$ cat config.mk
export PLATFORM = sky130hd
export DESIGN_NAME = mult_accum
export DESIGN_NICKNAME = d
export VERILOG_FILES = /design/src/rtl/mult_accum.sv
export SDC_FILE = /design/constraint.sdc
export NUM_CORES = 1
export LEC_CHECK = 0
export ABC_AREA = 1
export CAP_MARGIN = 10
export CORE_UTILIZATION = 50
export DETAILED_ROUTE_END_ITERATION = 7
export PLACE_DENSITY = 0.72
export SKIP_LAST_GASP = 1
export SLEW_MARGIN = 20
export SYNTH_ARGS = -nofsm -noshare
export SYNTH_HDL_FRONTEND = slang
export SYNTH_SLANG_ARGS = --single-unit
$ cat constraint.sdc
create_clock -name clk -period 3.9 [get_ports clk]
set_input_delay 0.78 -clock clk [delete_from_list [all_inputs] [get_ports clk]]
set_output_delay 0.78 -clock clk [all_outputs]
set_load 0.03 [all_outputs]
$ cat src/rtl/mult_accum.sv
// Saturating signed accumulator for Booth multiplier products; sums beats until in_last, then holds the group result.
// Latency: the group result appears one cycle after the last beat is accepted; one bubble cycle per group.
// Backpressure: in_ready is low while a result is held or in_clear is asserted; the result holds until out_ready.
module mult_accum #(
    parameter int Bits    = 64,
    parameter int AccBits = 2*Bits+8,
    parameter int CntBits = 16
) (
    input  logic                 clk,
    input  logic                 reset,
    input  logic                 in_valid,
    output logic                 in_ready,
    input  logic [2*Bits-1:0]    in_prod,
    input  logic                 in_last,
    input  logic                 in_clear,
    output logic                 out_valid,
    input  logic                 out_ready,
    output logic [AccBits-1:0]   out_sum,
    output logic [CntBits-1:0]   out_count,
    output logic                 out_ovf
);

    localparam logic [1:0] IDLE  = 2'd0;
    localparam logic [1:0] ACCUM = 2'd1;
    localparam logic [1:0] HOLD  = 2'd2;

    localparam int                 ExtBits = AccBits + 1 - 2*Bits;
    localparam logic [AccBits-1:0] SAT_POS = {1'b0, {(AccBits-1){1'b1}}};
    localparam logic [AccBits-1:0] SAT_NEG = {1'b1, {(AccBits-1){1'b0}}};
    localparam logic [CntBits-1:0] CNT_MAX = '1;

    logic [1:0]         state_q, state_d;
    logic [AccBits-1:0] acc_q, acc_d;
    logic [CntBits-1:0] count_q, count_d;
    logic               ovf_q, ovf_d;
    logic               out_valid_q, out_valid_d;
    logic [AccBits-1:0] out_sum_q, out_sum_d;
    logic [CntBits-1:0] out_count_q, out_count_d;
    logic               out_ovf_q, out_ovf_d;

    logic [AccBits:0]   prod_ext;
    logic [AccBits:0]   sum_ext;
    logic               sat_hit;
    logic [AccBits-1:0] acc_next;
    logic [CntBits-1:0] cnt_next;
    logic               accept;

    // Sum carried one bit wider; differing top bits mean the signed result left the AccBits range.
    always_comb begin
        prod_ext = {{ExtBits{in_prod[2*Bits-1]}}, in_prod};
        sum_ext  = {acc_q[AccBits-1], acc_q} + prod_ext;
        sat_hit  = sum_ext[AccBits] ^ sum_ext[AccBits-1];
        if (sat_hit) begin
            acc_next = sum_ext[AccBits] ? SAT_NEG : SAT_POS;
        end else begin
            acc_next = sum_ext[AccBits-1:0];
        end
        cnt_next = (count_q == CNT_MAX) ? count_q : count_q + CntBits'(1);
    end

    always_comb begin
        in_ready = (state_q != HOLD) && !in_clear;
        accept   = in_valid && in_ready;
    end

    always_comb begin
        state_d     = state_q;
        acc_d       = acc_q;
        count_d     = count_q;
        ovf_d       = ovf_q;
        out_valid_d = out_valid_q;
        out_sum_d   = out_sum_q;
        out_count_d = out_count_q;
        out_ovf_d   = out_ovf_q;
        if (state_q == HOLD) begin
            if (out_ready) begin
                state_d     = IDLE;
                acc_d       = '0;
                count_d     = '0;
                ovf_d       = 1'b0;
                out_valid_d = 1'b0;
            end
        end else if (in_clear) begin
            state_d = IDLE;
            acc_d   = '0;
            count_d = '0;
            ovf_d   = 1'b0;
        end else if (accept) begin
            acc_d   = acc_next;
            count_d = cnt_next;
            ovf_d   = ovf_q | sat_hit;
            if (in_last) begin
                state_d     = HOLD;
                out_valid_d = 1'b1;
                out_sum_d   = acc_next;
                out_count_d = cnt_next;
                out_ovf_d   = ovf_q | sat_hit;
            end else begin
                state_d = ACCUM;
            end
        end
    end

    always_ff @(posedge clk) begin
        if (reset) begin
            state_q     <= IDLE;
            acc_q       <= '0;
            count_q     <= '0;
            ovf_q       <= 1'b0;
            out_valid_q <= 1'b0;
            out_sum_q   <= '0;
            out_count_q <= '0;
            out_ovf_q   <= 1'b0;
        end else begin
            state_q     <= state_d;
            acc_q       <= acc_d;
            count_q     <= count_d;
            ovf_q       <= ovf_d;
            out_valid_q <= out_valid_d;
            out_sum_q   <= out_sum_d;
            out_count_q <= out_count_d;
            out_ovf_q   <= out_ovf_d;
        end
    end

    assign out_valid = out_valid_q;
    assign out_sum   = out_sum_q;
    assign out_count = out_count_q;
    assign out_ovf   = out_ovf_q;

endmodule

Yosys cells after proc, flatten, opt, wreduce, memory -nomap -nowiden. Index checks and enable logic that the tools add are counted.

Bits in registers: 309. Latch bits: 0. RAM bits: 0. ROM bits: 0. Memories kept: 0.

$add $sub $neg: 2. $mul: 0. Divide/modulo/power cells: 0. Order comparisons: 0. Eq/ne operators: 5. Shift-type cells: 0. Muxes and demuxes: 24. Bitwise operators: 4. Reductions and logical operators: 9.

Operators with widths (count): 136-bit 2-to-1 mux (6); 136-bit by 128-bit adder with 137-bit output (1); 16-bit 2-to-1 mux (5); 16-bit by 1-bit adder with 16-bit output, second input constant (1); 16-bit == test, second input constant (1); 2-bit 2-to-1 mux (5); 1-bit 2-to-1 mux (8); 4-bit AND reduction (2); 2-bit inequality test, second input constant (2); 2-bit nonzero test (2); 3-bit nonzero test (1); 2-bit == test, second input constant (1); 1-bit logical AND (2); 2-bit by 1-bit inequality test with 1-bit output, second input constant (1); 1-bit inverter (2); 2-bit AND reduction (1); 1-bit zero test (1); 1-bit bitwise OR (1); 1-bit XOR (1).

Longest topological paths before layout.
Word-level depth: 6. Gate-level depth with buffers: 24. Mapped depth without buffers: 22.

Worst setup path after synthesis. No wires, ideal clock.

Path kind: input to register. Start point: in in_prod[0]. End point: reg acc_q[94]. Setup time: 0.070 ns. Arrival: 2.997 ns. Path slack: 0.832 ns. Stages: 19. Cell sequence: ha_1 inv_1 fa_1 inv_1 nand3_1 nand2_1 a21oi_2 o21ai_0 nand2_1 nand2_1 nand2_1 nand2_1 nand2_1 nand2_1 xor2_1 nand2_1 nand2_1 nand2_1 a21oi_1.

Cells in the longest elaborated chain, start to end: 6. Elaborated cells on any way between the ends: 7.

Ends and longest elaborated chain: from (decl) (line 13) `input logic [2*Bits-1:0] in_prod,`; 136-bit by 128-bit adder with 137-bit output (*) (line 51) `sum_ext = {acc_q[AccBits-1], acc_q} + prod_ext;`; 136-bit 2-to-1 mux / 1-bit XOR (equally long branches) (line 54, 52); 136-bit 2-to-1 mux (*) (line 53) `if (sat_hit) begin`; 136-bit 2-to-1 mux (*) (line 88) `end else if (accept) begin`; 136-bit 2-to-1 mux (*) (line 83) `end else if (in_clear) begin`; 136-bit 2-to-1 mux (*) (line 75) `if (state_q == HOLD) begin`; to (signal assigned) (line 107) `acc_q <= '0;`; to (signal assigned) (line 116) `acc_q <= acc_d;`; to (decl) (line 33) `logic [AccBits-1:0] acc_q, acc_d;`.

Mark *: on every way between the ends. The rest lies on a longest branch, timed or not. The select of a mux whose other input is x is not followed. A chain may end at the register's enable or synchronous reset.

Worst setup path in the final report.
Start point: in in_prod[73]. End point: reg out_sum_q[0] (netlist: out_sum[0]).

Cells in the longest elaborated chain, start to end: 3. Elaborated cells on any way between the ends: 4.

Ends and longest elaborated chain: 136-bit by 128-bit adder with 137-bit output (*) (line 51); 136-bit 2-to-1 mux / 1-bit XOR (equally long branches) (line 54, 52); 136-bit 2-to-1 mux (*) (line 53); to (signal assigned) (line 120) `out_sum_q <= out_sum_d;`; to (decl) (line 37) `logic [AccBits-1:0] out_sum_q, out_sum_d;`.

Mark *: on every way between the ends. The rest lies on a longest branch, timed or not.

==> impl_metrics.py <==
metrics = {
    "yosys": {
        "synthCells": 4315,
        "netlist_area_um2": 25800,
        "synth_flop_cell": "sky130_fd_sc_hd__dfxtp_1",
        "number_of_flops_mapped_to_enable_cells_by_yosys": 0,
        "synth_seq_area_share": 0.2398,
        "async_flop_share": 0,
        "post_synth_main_area_contributors": "sky130_fd_sc_hd__dfxtp_1 (24%), sky130_fd_sc_hd__nand2_1 (19%), sky130_fd_sc_hd__inv_1 (8.4%)",
        "syn_nets": 4587,
        "netlist-cell-type-count": 46,
        "ys_ff_latch": 309,
        "top_cell_type_s_share_of_synthesized_area": 0.2398,
        "ys_warns": 0,
        "syn_area_per_cell_um2": 5.979,
        "synth.largest_area_cell": "sky130_fd_sc_hd__dfxtp_1",
    },
    "floorplanning": {
        "die-area_um2": 52510,
        "core_region_area_um2": 50480,
        "die_width_um": 229.2,
        "initial_utilization": 0.5111,
        "placementRows": 82,
        "boundaryPins": 289,
        "fp.dieH_um": 229.2,
    },
    "global_routing": {
        "grt_overflow": 0,
        "grt_max_degree": 84,
        "grt.busiest_layer": "met2",
        "grt_first_pass_wirelength_mm": 166.4,
        "number_of_global_route_vias_before_repair": 29546,
        "groute.layer.met1.usage": 0.5588,
        "grt_use_total": 0.4094,
        "grt.met3_usage": 0.09051,
        "antenna_violations_before_repair": 1,
        "global_route.usage.met2": 0.6429,
    },
    "cts": {
        "post-cts-setup-buffers": 0,
        "cts_made_buffers": 31,
        "clock_sink_count": 309,
        "clock_tree.buffer_depth": 3,
        "worst_setup_hold_path_clk_slew_ps": 60,
        "clock_tree.root_cell": "sky130_fd_sc_hd__clkbuf_16",
        "resized_after_cts": 0,
        "clock_insertion_delay_worst_skew_ps": 630,
        "clock_tree_from_tritoncts": "yes",
        "cts_hold_bufs": 0,
        "h-tree-depth": 1,
    },
    "hold_path": {
        "timing.hold.worst.class": "register to register",
        "hold_start": "out_valid$_SDFFE_PP0P_",
    },
    "cells_and_area": {
        "post-route-cell-area_um2": 34060,
        "layout.nets": 5297,
        "layout_commonest_cell": "sky130_fd_sc_hd__nand2_1",
        "area_delta_synth_final_pct": 32.03,
        "drive_gt1_frac": 0.1557,
        "most-common-layout-cells": "sky130_fd_sc_hd__nand2_1 (1332), sky130_fd_sc_hd__inv_1 (579), sky130_fd_sc_hd__nor2_1 (517)",
    },
    "sta": {
        "hold-worst-slack_ps": 463.6,
        "finalWorstPathRequiredPeriod_ps": 3719,
        "min_period_over_period": 0.9536,
        "slew_viol_final": 0,
        "final-hold-violation-count": 0,
        "grt_setup_unrepaired": "no",
        "final-setup-viol-count": 0,
        "timing.max_slew.rel_slack": 0.4068,
        "worstMarginPinSlew_ps": 889.9,
        "timing.fmax_ghz": 0.2689,
        "clock-skew-final_ps": 28.28,
    },
    "power": {
        "vdd_drop_max_v": 0.0004432,
        "p_leak_nw": 16.47,
        "power.density_nw_per_um2": 309.2,
    },
    "route": {
        "wirelength_mm": 110.4,
        "route.detailed.wl_per_inst_um": 19.30,
        "avgViaCountPerCell": 5.395,
        "routed-via-count": 30862,
        "drt_iter0_drc": 2919,
        "detail-route-antenna-nets": 0,
        "drtPass1Iterations": 6,
        "drcViolationCount": 0,
    },
    "worst_setup_path": {
        "cp_data_required_time_ps": 4410,
        "critical_path.endpoint_type": "register",
        "critPathKind": "input pin to register",
        "arrival_ps": 4230,
        "reg2reg_from": "acc_q[73]$_SDFFE_PP0P_",
        "path_max_fanout": 16,
        "setup.worst_path.start_class": "input pin",
        "cp-startpoint": "in_prod[73]",
    },
    "place": {
        "placement.io_buffers": 288,
        "placed_wire_length_estimate_mm": 91.01,
        "postPlaceCellArea_um2": 33000,
        "routabilityCongestion": 1.117,
    },
    "status": {
        "run_status": "completed",
    },
    "flow_run": {
        "cap_viol_max_count": 0,
    },
}
-- report_power, final --
| group | total [mW] | internal (mW) | switching [mW] | leakage, nW |
|---|---|---|---|---|
| logic | 3.95 | 1.55 | 2.39 | 13.4 |
| registers | 3.43 | 3.33 | 0.100 | 2.52 |
| clock network | 3.16 | 1.83 | 1.33 | 0.518 |
-- cells in the mapped netlist, types with 23 or more instances --
cell                       instances
sky130_fd_sc_hd__dfxtp_1         309
sky130_fd_sc_hd__a21oi_2          44
sky130_fd_sc_hd__nand3b_1         26
sky130_fd_sc_hd__nor2_1          518
sky130_fd_sc_hd__o21ai_0         259
sky130_fd_sc_hd__inv_1           579
sky130_fd_sc_hd__nand2_2          37
sky130_fd_sc_hd__nand3_1          74
sky130_fd_sc_hd__clkbuf_1         75
sky130_fd_sc_hd__nand2_4          44
sky130_fd_sc_hd__o21ai_2          28
sky130_fd_sc_hd__nand4_1          23
sky130_fd_sc_hd__o21bai_1        158
sky130_fd_sc_hd__xnor2_1          27
sky130_fd_sc_hd__o21ai_1          31
sky130_fd_sc_hd__ha_1            137
sky130_fd_sc_hd__nor2_2           31
sky130_fd_sc_hd__inv_2            27
sky130_fd_sc_hd__nand2_1        1333
sky130_fd_sc_hd__xor2_1           73
sky130_fd_sc_hd__a21oi_1         364
-- metrics by stage --
| stage | worst slack [ps] | setup TNS, ps | instances | total power [mW] | utilization |
|---|---|---|---|---|---|
| 2_1_floorplan | 832.2 | 0 | 4315 | 5.690 | - |
| 3_3_place_gp | -212.3 | -32230 | 5664 | 7.270 | 0.6537 |
| 3_5_place_dp | -268.8 | -37590 | 5664 | 7.310 | 0.6537 |
| 4_1_cts | 344.2 | 0 | 5719 | 10.46 | 0.6748 |
| 5_1_grt | 2.005 | 0 | 5719 | 10.97 | 0.6748 |
| 6_report | 181.1 | 0 | 5720 | 10.53 | 0.6748 |
-- final timing paths --
kind | to | depth (start not counted) | slack (ps)
max | out_sum[0]$_SDFFE_PP0P_ | 19 | 180
min | out_valid$_SDFFE_PP0P_ | 2 | 460
max reg2reg | out_sum[0]$_SDFFE_PP0P_ | 18 | 460
min reg2reg | out_valid$_SDFFE_PP0P_ | 2 | 460
-- cell type report --
cell class                      instances  area (um^2)
Tap cell                              672        840.8
Clock buffer                           46        922.1
Clock inverter                          9        140.1
Multi-Input combinational cell       3274        16740
Inverter                              607         2288
Timing Repair Buffer                  802         6943
Sequential cell                       309         6186
Antenna cell                            1        2.502
Fill cell                            4666        16410
-- registers in the layout, indices dropped and copies added, names as in the netlist --
| register | flops |
|---|---|
| out_sum | 136 |
| out_valid | 1 |
| count_q | 16 |
| state_q | 2 |
| out_count | 16 |
| acc_q | 136 |
| out_ovf | 1 |
| ovf_q | 1 |
-- cell families after synthesis --
family                     count (synthesis)  share of synthesized area
AOI/OAI and AO/OA                        907                     0.2039
and+or+nand+nor                         2128                     0.3427
DFF                                      309                     0.2398
adders and majority gates                138                    0.06722
xor gates and xnor gates                 100                    0.03395
muxes                                      1                  0.0003880
buffers and inverters                    732                     0.1121
-- metal layers --
layer  vias to the layer above  share of wire  routed length (um)
met1                     14222           0.43               47930
met5                         -              0                   0
met4                         0          0.034                3718
met2                      1434           0.43               47060
li1                      15011              -                   -
met3                       195           0.11               11670
-- worst max-delay path, stage by stage --
cell and delay (ps):
sky130_fd_sc_hd__clkdlybuf4s50_1 410, sky130_fd_sc_hd__ha_1 430, sky130_fd_sc_hd__nand2_1 190, sky130_fd_sc_hd__o21ai_0 450
sky130_fd_sc_hd__nand2_1 110, sky130_fd_sc_hd__nand2_1 200, sky130_fd_sc_hd__nand2_1 80, sky130_fd_sc_hd__nand2_1 90
sky130_fd_sc_hd__nand2_1 50, sky130_fd_sc_hd__nand2_1 80, sky130_fd_sc_hd__a21oi_1 60, sky130_fd_sc_hd__buf_4 140
sky130_fd_sc_hd__nand3_1 120, sky130_fd_sc_hd__nand2_4 100, sky130_fd_sc_hd__nand2_8 240, sky130_fd_sc_hd__buf_4 290
sky130_fd_sc_hd__nand2_1 130, sky130_fd_sc_hd__o21bai_1 190, sky130_fd_sc_hd__inv_1 60
Power figures use the tool's default switching activity.
